$ cat src/rtl/ne_codeword_llr_tx.sv
// Hard-bit to channel-LLR frame transmitter feeding the NE LDPC decoder input.
// Optional error injection is enabled by defining NE_TX_ERRINJ_EN.
module ne_codeword_llr_tx #(
  parameter int             W          = 6,
  parameter logic [W-1:0]   maxVal     = 6'b011111,
  parameter int             FRAMEWORDS = 256,
  parameter int             CODELEN    = 8176,
  parameter int             WCWIDTH    = 9,
  parameter int             GAPCYCLES  = 4
) (
  input  logic              clk,
  input  logic              rst,
  input  logic              frame_start,
  input  logic [31:0]       bits_in,
  input  logic              bits_valid,
  output logic              bits_ready,
  output logic [32*W-1:0]   code_out,
  output logic              code_valid,
  input  logic              tx_ready,
  output logic              frame_done,
  output logic              busy
`ifdef NE_TX_ERRINJ_EN
  ,
  input  logic              inj_en,
  input  logic [WCWIDTH-1:0] inj_word,
  input  logic [4:0]        inj_bit
`endif
);

  // Handshake: a beat moves on bits_in when bits_valid && bits_ready at a clk
  // edge, and on code_out when code_valid && tx_ready at a clk edge.

  localparam int GW       = (GAPCYCLES > 1) ? $clog2(GAPCYCLES) : 1;
  localparam int GAP_LAST = (GAPCYCLES > 0) ? GAPCYCLES - 1 : 0;
  localparam logic [W-1:0] NEG_MAX = ~maxVal + 1'b1;

  typedef enum logic [1:0] {
    IDLE  = 2'd0,
    SEND  = 2'd1,
    FLUSH = 2'd2,
    GAP   = 2'd3
  } state_t;

  state_t              state, state_next;
  logic [WCWIDTH-1:0]  wc, wc_next;
  logic [GW-1:0]       gap_cnt, gap_next;
  logic [32*W-1:0]     code_next;
  logic [32*W-1:0]     mapped;
  logic                valid_next;
  logic                done_next;
  logic                xfer;
  logic                accept;

  function automatic logic is_pad(input logic [WCWIDTH-1:0] word, input int idx);
    return (32 * int'(word) + idx) >= CODELEN;
  endfunction

`ifdef NE_TX_ERRINJ_EN
  logic                inj_en_q;
  logic [WCWIDTH-1:0]  inj_word_q;
  logic [4:0]          inj_bit_q;

  // Injection target is captured once per frame so mid-frame changes are ignored.
  always_ff @(posedge clk) begin
    if (!rst) begin
      inj_en_q   <= 1'b0;
      inj_word_q <= '0;
      inj_bit_q  <= '0;
    end else if (state == IDLE && frame_start) begin
      inj_en_q   <= inj_en;
      inj_word_q <= inj_word;
      inj_bit_q  <= inj_bit;
    end
  end
`endif

  assign bits_ready = (state == SEND) && (!code_valid || tx_ready);
  assign xfer       = bits_valid && bits_ready;
  assign accept     = code_valid && tx_ready;
  assign busy       = (state != IDLE);

  // Padding positions always carry a confident zero, whatever the input bit.
  always_comb begin
    mapped = '0;
    for (int i = 0; i < 32; i++) begin
      if (is_pad(wc, i) || !bits_in[i]) begin
        mapped[W*i +: W] = maxVal;
      end else begin
        mapped[W*i +: W] = NEG_MAX;
      end
`ifdef NE_TX_ERRINJ_EN
      if (inj_en_q && (wc == inj_word_q) && (inj_bit_q == 5'(i)) && !is_pad(wc, i)) begin
        mapped[W*i +: W] = ~mapped[W*i +: W] + 1'b1;
      end
`endif
    end
  end

  always_comb begin
    state_next = state;
    wc_next    = wc;
    gap_next   = gap_cnt;
    code_next  = code_out;
    valid_next = code_valid;
    done_next  = 1'b0;
    case (state)
      IDLE: begin
        if (frame_start) begin
          state_next = SEND;
          wc_next    = '0;
        end
      end
      SEND: begin
        if (xfer) begin
          code_next  = mapped;
          valid_next = 1'b1;
          wc_next    = wc + 1'b1;
          if (wc == WCWIDTH'(FRAMEWORDS - 1)) begin
            state_next = FLUSH;
          end
        end else if (accept) begin
          valid_next = 1'b0;
        end
      end
      FLUSH: begin
        if (accept) begin
          valid_next = 1'b0;
          done_next  = 1'b1;
          gap_next   = '0;
          state_next = (GAPCYCLES == 0) ? IDLE : GAP;
        end
      end
      GAP: begin
        valid_next = 1'b0;
        if (gap_cnt == GW'(GAP_LAST)) begin
          state_next = IDLE;
        end else begin
          gap_next = gap_cnt + 1'b1;
        end
      end
      default: begin
        state_next = IDLE;
      end
    endcase
  end

  always_ff @(posedge clk) begin
    if (!rst) begin
      state      <= IDLE;
      wc         <= '0;
      gap_cnt    <= '0;
      code_out   <= '0;
      code_valid <= 1'b0;
      frame_done <= 1'b0;
    end else begin
      state      <= state_next;
      wc         <= wc_next;
      gap_cnt    <= gap_next;
      code_out   <= code_next;
      code_valid <= valid_next;
      frame_done <= done_next;
    end
  end

endmodule

$ cat config.mk
export PLATFORM = sky130hd
export DESIGN_NAME = ne_codeword_llr_tx
export DESIGN_NICKNAME = d
export VERILOG_FILES = /design/src/rtl/ne_codeword_llr_tx.sv
export SDC_FILE = /design/constraint.sdc
export NUM_CORES = 1
export LEC_CHECK = 0
export BUFFER_PORTS_ARGS = -buffer_cell sky130_fd_sc_hd__buf_4
export CAP_MARGIN = 5
export CORE_ASPECT_RATIO = 1.5
export CORE_UTILIZATION = 45
export DETAILED_ROUTE_END_ITERATION = 12
export PLACE_DENSITY = 0.82
export SYNTH_ARGS = -nofsm -noshare
export SYNTH_HDL_FRONTEND = slang
export SYNTH_SLANG_ARGS = --single-unit
$ cat constraint.sdc
create_clock -name clk -period 5.9 [get_ports clk]
set_clock_uncertainty 0.15 [all_clocks]
set_input_delay 0.295 -clock clk [delete_from_list [all_inputs] [get_ports clk]]
set_output_delay 0.295 -clock clk [all_outputs]
set_load 0.02 [all_outputs]
After elaboration in Yosys (flattened, before gate mapping)
Index checks and enable logic that the tools add are counted.

$add $sub $neg: 33. Order comparisons: 32. Equal/unequal tests: 11. Mux-type cells: 48. Reduce and logical (&&, ||, !) cells: 79.

Operator list (count): 15-bit by 13-bit greater-or-equal comparator with 1-bit output, second input constant (31); 14-bit by 5-bit adder with 15-bit output, second input constant (16); 6-bit 2-to-1 mux (32); 14-bit by 4-bit adder with 15-bit output, second input constant (8); 14-bit by 3-bit adder with 15-bit output, second input constant (4); 1-bit logical NOT (33); 1-bit logical OR (33); 14-bit by 2-bit adder with 15-bit output, second input constant (2); 9-bit 2-to-1 mux (2); 9-bit case mux with 2 select lines (1); 14-bit by 1-bit adder with 15-bit output, second input constant (1); 14-bit by 13-bit greater-or-equal comparator with 1-bit output, second input constant (1); 2-bit 2-to-1 mux (7); 2-bit inequality test, second input constant (5); 9-bit by 1-bit adder with 9-bit output, second input constant (1); 9-bit by 8-bit == test with 1-bit output, second input constant (1); 2-bit case mux with 4 select lines (1); 2-bit == test, second input constant (3); 3-bit AND reduction (2); 2-bit nonzero test (3); 5-bit AND reduction (1); 2-bit case mux with 2 select lines (1); 2-bit AND reduction (2); 1-bit logical AND (3); 7 further kinds (9).

Bits in registers: 207. Input bits: 37. Output and inout bits: 196. Logic and storage cells: 209.

Logic depth before layout (Yosys ltp)
Depth in word-level cells: 6. Depth in mapped cells: 11. Gate-level depth less buffers: 9.

Worst setup path after synthesis
No wires, ideal clock.

Kind: register -> register. Start: register wc[0]. End: register wc[8]. Setup time: 0.071 ns. Data arrival time: 2.023 ns. Required time: 5.679 ns. Setup slack: 3.656 ns. Cell stages (with the launch flop): 10. Path buffers: 2. Clock period less this slack: 2.244 ns. Cells stage by stage: dfxtp_1 ha_1 nand3_1 or2_1 buf_6 clkbuf_1 inv_2 ha_1 or4_1 a21oi_1.

Word-level cells in the longest chain between the ends: 3.

Ends and longest elaborated chain: from (decl) (RTL line 45) `logic [WCWIDTH-1:0] wc, wc_next;`; from (signal assigned) (RTL line 157) `wc <= wc_next;`; 9-bit by 1-bit adder with 9-bit output (RTL line 117) `wc_next = wc + 1'b1;`; 9-bit 2-to-1 mux (RTL line 114) `if (xfer) begin`; 9-bit case mux with 2 select lines (RTL line 106) `case (state)`.

Every way passes these cells. The select of a mux whose other input is x is not followed. A chain may end at the register's enable or synchronous reset.

Worst setup path in the final report
Start: register state[1]. End: register wc[8].

Word-level cells in the longest chain between the ends: 5. Elaborated cells on any way between the ends: 9. Classes of those cells: eq/ne: 3; mux: 1; reduce/logical: 5.

Ends and longest elaborated chain: from (decl) (RTL line 44) `state_t state, state_next;`; from (signal assigned) (RTL line 156) `state <= state_next;`; 2-bit by 1-bit == test with 1-bit output (RTL line 77, 106); 1-bit logical AND (RTL line 77) `assign bits_ready = (state == SEND) && (!code_valid || tx_ready);`; 1-bit logical AND (RTL line 78) `assign xfer = bits_valid && bits_ready;`; 2-bit inequality test (no source line); 3-bit AND reduction (no source line).

Parallel ways exist; a longest one is shown, timed or not.

==> flow_results.xml <==
<?xml version="1.0" encoding="UTF-8"?>
<metrics>
  <group name="clock_tree">
    <metric name="cts.reportedPaths.clkPinSlew" unit="ns">0.06</metric>
    <metric name="cts_hold_repair.buffers" unit="">26</metric>
    <metric name="clk_latency" unit="ns">0.32</metric>
    <metric name="numCtsBuffers" unit="">9</metric>
    <metric name="cts-root-to-sink-buffers" unit="">2</metric>
    <metric name="htreeDepth" unit="">3</metric>
    <metric name="cts-resized-gates" unit="">0</metric>
    <metric name="post_cts.repair.setup_buffers" unit="">0</metric>
    <metric name="cts.root.buffer_cell" unit="">sky130_fd_sc_hd__clkbuf_16</metric>
    <metric name="clock_tree_from_tritoncts" unit="">done</metric>
    <metric name="cts.sinks" unit="">80</metric>
  </group>
  <group name="sta">
    <metric name="report.final.slew_viol_count" unit="">0</metric>
    <metric name="finalSetupViolations" unit="">0</metric>
    <metric name="final-hold-violation-count" unit="">0</metric>
    <metric name="fin_tns_setup" unit="ns">0</metric>
    <metric name="clock.fmax" unit="GHz">0.384</metric>
    <metric name="max_slew_margin" unit="%">35.3</metric>
    <metric name="final_min_period_over_clock_period" unit="%">44.1</metric>
    <metric name="rsz0062_at_grt" unit="">false</metric>
    <metric name="finalCriticalPeriod" unit="ns">2.60</metric>
    <metric name="worstMarginPinSlew" unit="ns">0.969</metric>
    <metric name="final.hold.worst_slack" unit="ns">0.00875</metric>
  </group>
  <group name="detailed_routing">
    <metric name="drtAntennaViolNets" unit="">0</metric>
    <metric name="detailroute.via_count" unit="">3575</metric>
    <metric name="post_drt_via_cell_ratio" unit="">5.20</metric>
    <metric name="remaining_drc_errors" unit="">0</metric>
    <metric name="drt_iter0_drc" unit="">146</metric>
    <metric name="wl" unit="um">11100</metric>
    <metric name="routedWlPerCell" unit="um">16.1</metric>
    <metric name="dr.pass1.iters" unit="">4</metric>
  </group>
  <group name="placed_design">
    <metric name="finalWeightedCongestion" unit="">0.790</metric>
    <metric name="dp_hpwl" unit="um">7650</metric>
    <metric name="placement.cell_area" unit="um^2">4870</metric>
    <metric name="portBuffers" unit="">232</metric>
  </group>
  <group name="synthesis">
    <metric name="synth_edf_count" unit="">0</metric>
    <metric name="postSynthNetCount" unit="">499</metric>
    <metric name="synth_top_family_by_area" unit="">buffers and inverters</metric>
    <metric name="synth.yosys.warnings" unit="">0</metric>
    <metric name="post_synth_main_area_contributors" unit="">sky130_fd_sc_hd__dfxtp_1 40%, sky130_fd_sc_hd__buf_4 24%, sky130_fd_sc_hd__o21ai_0 4.8%, sky130_fd_sc_hd__a21oi_1 4.0%, sky130_fd_sc_hd__nor2_1 3.5%</metric>
    <metric name="synth_register_bits" unit="">80</metric>
    <metric name="synth.largest_area_cell" unit="">sky130_fd_sc_hd__dfxtp_1</metric>
    <metric name="synth.area.mux_share" unit="%">0.497</metric>
    <metric name="synthAdderAreaFrac" unit="%">2.18</metric>
    <metric name="most_used_flip_flop_cell_after_synthesis" unit="">sky130_fd_sc_hd__dfxtp_1</metric>
    <metric name="synth.yosys.seq_area_share" unit="%">39.8</metric>
    <metric name="async_reset_ff_share" unit="%">0</metric>
    <metric name="synth_xor_area_share" unit="%">0</metric>
    <metric name="synth_top_area_share" unit="%">39.8</metric>
    <metric name="synthesized_area_fraction_occupied_by_and_or_nand_nor_cells" unit="%">9.73</metric>
    <metric name="ys_types" unit="">45</metric>
    <metric name="synthesis.area" unit="um^2">4030</metric>
    <metric name="synthesis.instances" unit="">455</metric>
    <metric name="synth_compound_area_share" unit="%">20.4</metric>
    <metric name="synthesis.area_per_instance" unit="um^2">8.85</metric>
  </group>
  <group name="setup_path">
    <metric name="timing.reg2reg.worst_path_depth" unit="">6</metric>
    <metric name="critPathArrivalTime" unit="ns">2.71</metric>
    <metric name="max_stage_delay" unit="ns">0.57</metric>
    <metric name="path_class" unit="">reg2reg</metric>
    <metric name="start_kind" unit="">flip-flop</metric>
    <metric name="cpMaxStageDelayCell" unit="">sky130_fd_sc_hd__nand3_1</metric>
    <metric name="critPathRequiredTime" unit="ns">6.01</metric>
    <metric name="worst_setup_path_end_kind" unit="">flip-flop</metric>
    <metric name="cp_cell_sequence" unit="">inv_1 -&gt; ha_1 -&gt; nand3_1 -&gt; buf_4 -&gt; or4_1 -&gt; a21oi_1</metric>
    <metric name="critical_path_peak_fanout" unit="">19</metric>
  </group>
  <group name="global_route">
    <metric name="grt_antenna_before_repair" unit="">0</metric>
    <metric name="grt.total_usage" unit="%">23.1</metric>
    <metric name="grt_pass1_wl" unit="um">17100</metric>
    <metric name="overflow" unit="">0</metric>
    <metric name="maximum_number_of_pins_on_one_net_before_global_route_repair" unit="">34</metric>
    <metric name="grt_pass1_vias" unit="">3376</metric>
  </group>
  <group name="floorplan">
    <metric name="floorplan.die.height" unit="um">118</metric>
    <metric name="ios" unit="">233</metric>
    <metric name="core.rowCount" unit="">41</metric>
    <metric name="dieArea" unit="um^2">9340</metric>
    <metric name="die-width" unit="um">79.2</metric>
    <metric name="core_area" unit="um^2">8570</metric>
    <metric name="start_util" unit="%">47.0</metric>
  </group>
  <group name="cells_and_area">
    <metric name="area_delta_synth_final" unit="%">35.9</metric>
    <metric name="layout-drive-gt1-share" unit="%">46.3</metric>
    <metric name="antenna_cells" unit="">0</metric>
    <metric name="fin_area" unit="um^2">5470</metric>
    <metric name="num-nets-final" unit="">620</metric>
  </group>
  <group name="power">
    <metric name="worst_ir_drop_vdd" unit="mV">0.283</metric>
    <metric name="leakage" unit="nW">2.57</metric>
    <metric name="power_density" unit="nW/um^2">464</metric>
  </group>
  <group name="status">
    <metric name="status" unit="">finished, final reports clean</metric>
  </group>
  <group name="worst_hold_path">
    <metric name="worstHoldPathType" unit="">in2reg</metric>
    <metric name="holdPathStages" unit="">2</metric>
  </group>
  <group name="flow_run">
    <metric name="cap_viol_max_count" unit="">0</metric>
  </group>
</metrics>
Yosys cell counts, types with 2 or more instances:
cell type                  instances
sky130_fd_sc_hd__a211oi_1          4
sky130_fd_sc_hd__a21oi_1          32
sky130_fd_sc_hd__a21oi_2          10
sky130_fd_sc_hd__a22oi_1          16
sky130_fd_sc_hd__a31oi_1           3
sky130_fd_sc_hd__a32oi_1          15
sky130_fd_sc_hd__a41oi_1           2
sky130_fd_sc_hd__buf_2             4
sky130_fd_sc_hd__buf_4           127
sky130_fd_sc_hd__buf_6             3
sky130_fd_sc_hd__clkbuf_1         17
sky130_fd_sc_hd__dfxtp_1          80
sky130_fd_sc_hd__ha_1              7
sky130_fd_sc_hd__inv_1             7
sky130_fd_sc_hd__mux2i_1           2
sky130_fd_sc_hd__nand2_1           5
sky130_fd_sc_hd__nand2b_1          3
sky130_fd_sc_hd__nand3_1           4
sky130_fd_sc_hd__nand4_1           2
sky130_fd_sc_hd__nor2_1           38
sky130_fd_sc_hd__nor2b_1           3
sky130_fd_sc_hd__nor3_1            9
sky130_fd_sc_hd__o21ai_0          39
sky130_fd_sc_hd__or4_1             2
final timing paths:
| kind | from | endpoint | slack (ns) |
|---|---|---|---|
| worst max-delay path | state[1] | wc[8] | 3.30 |
| worst min-delay path | bits_in[14] | code_out[88] | 0.009 |
| worst max register to register | state[1] | wc[8] | 3.30 |
| worst min register to register | wc[6] | wc[6] | 0.33 |
layout by cell type (no fill, tap or decap), types with 2 or more instances in the layout:
| cell type | netlist | routed |
|---|---|---|
| sky130_fd_sc_hd__dfxtp_1 | 80 | 80 |
| sky130_fd_sc_hd__inv_1 | 7 | 7 |
| sky130_fd_sc_hd__nand4_1 | 2 | 2 |
| sky130_fd_sc_hd__nand3_1 | 4 | 4 |
| sky130_fd_sc_hd__a32oi_1 | 15 | 15 |
| sky130_fd_sc_hd__bufinv_16 | 0 | 3 |
| sky130_fd_sc_hd__nor3_1 | 9 | 9 |
| sky130_fd_sc_hd__clkinv_4 | 0 | 2 |
| sky130_fd_sc_hd__ha_1 | 7 | 7 |
| sky130_fd_sc_hd__nand2_1 | 5 | 5 |
| sky130_fd_sc_hd__a21oi_2 | 10 | 10 |
| sky130_fd_sc_hd__a211oi_1 | 4 | 4 |
| sky130_fd_sc_hd__dlygate4sd3_1 | 0 | 26 |
| sky130_fd_sc_hd__a22oi_1 | 16 | 16 |
| sky130_fd_sc_hd__nor2b_1 | 3 | 3 |
| sky130_fd_sc_hd__or4_1 | 2 | 2 |
| sky130_fd_sc_hd__o21ai_0 | 39 | 39 |
| sky130_fd_sc_hd__nor2_1 | 38 | 37 |
| sky130_fd_sc_hd__a21oi_1 | 32 | 32 |
| sky130_fd_sc_hd__mux2i_1 | 2 | 2 |
| sky130_fd_sc_hd__nand2b_1 | 3 | 3 |
| sky130_fd_sc_hd__a31oi_1 | 3 | 3 |
| sky130_fd_sc_hd__a41oi_1 | 2 | 2 |
| sky130_fd_sc_hd__nor3_4 | 1 | 2 |
| sky130_fd_sc_hd__buf_4 | 127 | 236 |
| sky130_fd_sc_hd__clkbuf_16 | 0 | 9 |
layer usage:
metal  share of wire, %  vias up  routed length [um]  track usage (%)
met2                 54      173                5940             41.1
met1                 38     1693                4170             26.5
li1                   -     1695                   -                -
met4                2.0        0                 226             9.20
met3                6.7       14                 737             4.26
met5                  0        -                   0                0
area by class of cell:
type	instances	area, um^2
clock buffers	10	229
repair buffers	262	2030
clock inverters	6	116
multi-input cells	215	1330
flip-flops and latches	80	1600
well taps	107	134
fillers	703	3100
inverters	8	30.0
cells by family after synthesis:
family | after synthesis
buffers and inverters | 160
AO/OA/AOI/OAI | 128
flip-flops | 80
AND/OR/NAND/NOR | 78
adder cells (fa/ha/maj) | 7
multiplexers | 2
flip-flops by register name (all words and copies together), names as in the netlist:
register / count
code_out: 65
code_valid: 1
frame_done: 1
gap_cnt: 2
wc: 9
state: 2
per-stage QoR:
step	setup slack [ns]	total power, mW	std cells	utilization, %
floorplan	3.66	1.63	455	-
global placement	3.43	1.87	646	56.8
detailed placement	3.31	1.90	646	56.8
CTS	3.30	2.55	688	63.9
global route	3.11	2.66	688	63.9
finish	3.30	2.54	688	63.9
critical path, delay by kind of cell (launching register included):
| kind | cells | cell delay (ns) |
|---|---|---|
| flip-flops | 1 | 0.35 |
| AO/OA/AOI/OAI | 1 | 0.14 |
| buffers and inverters | 2 | 0.55 |
| AND/OR/NAND/NOR | 2 | 1.05 |
| adder cells (fa/ha/maj) | 1 | 0.29 |
power breakdown:
part           leakage (nW)  switching (mW)  total, mW  internal [mW]
clock                 0.167           0.217      0.633          0.416
combinational          1.75           0.695       1.17          0.474
sequential            0.651           0.107      0.736          0.630
total                  2.57            1.02       2.54           1.52
Power figures use the tool's default switching activity.
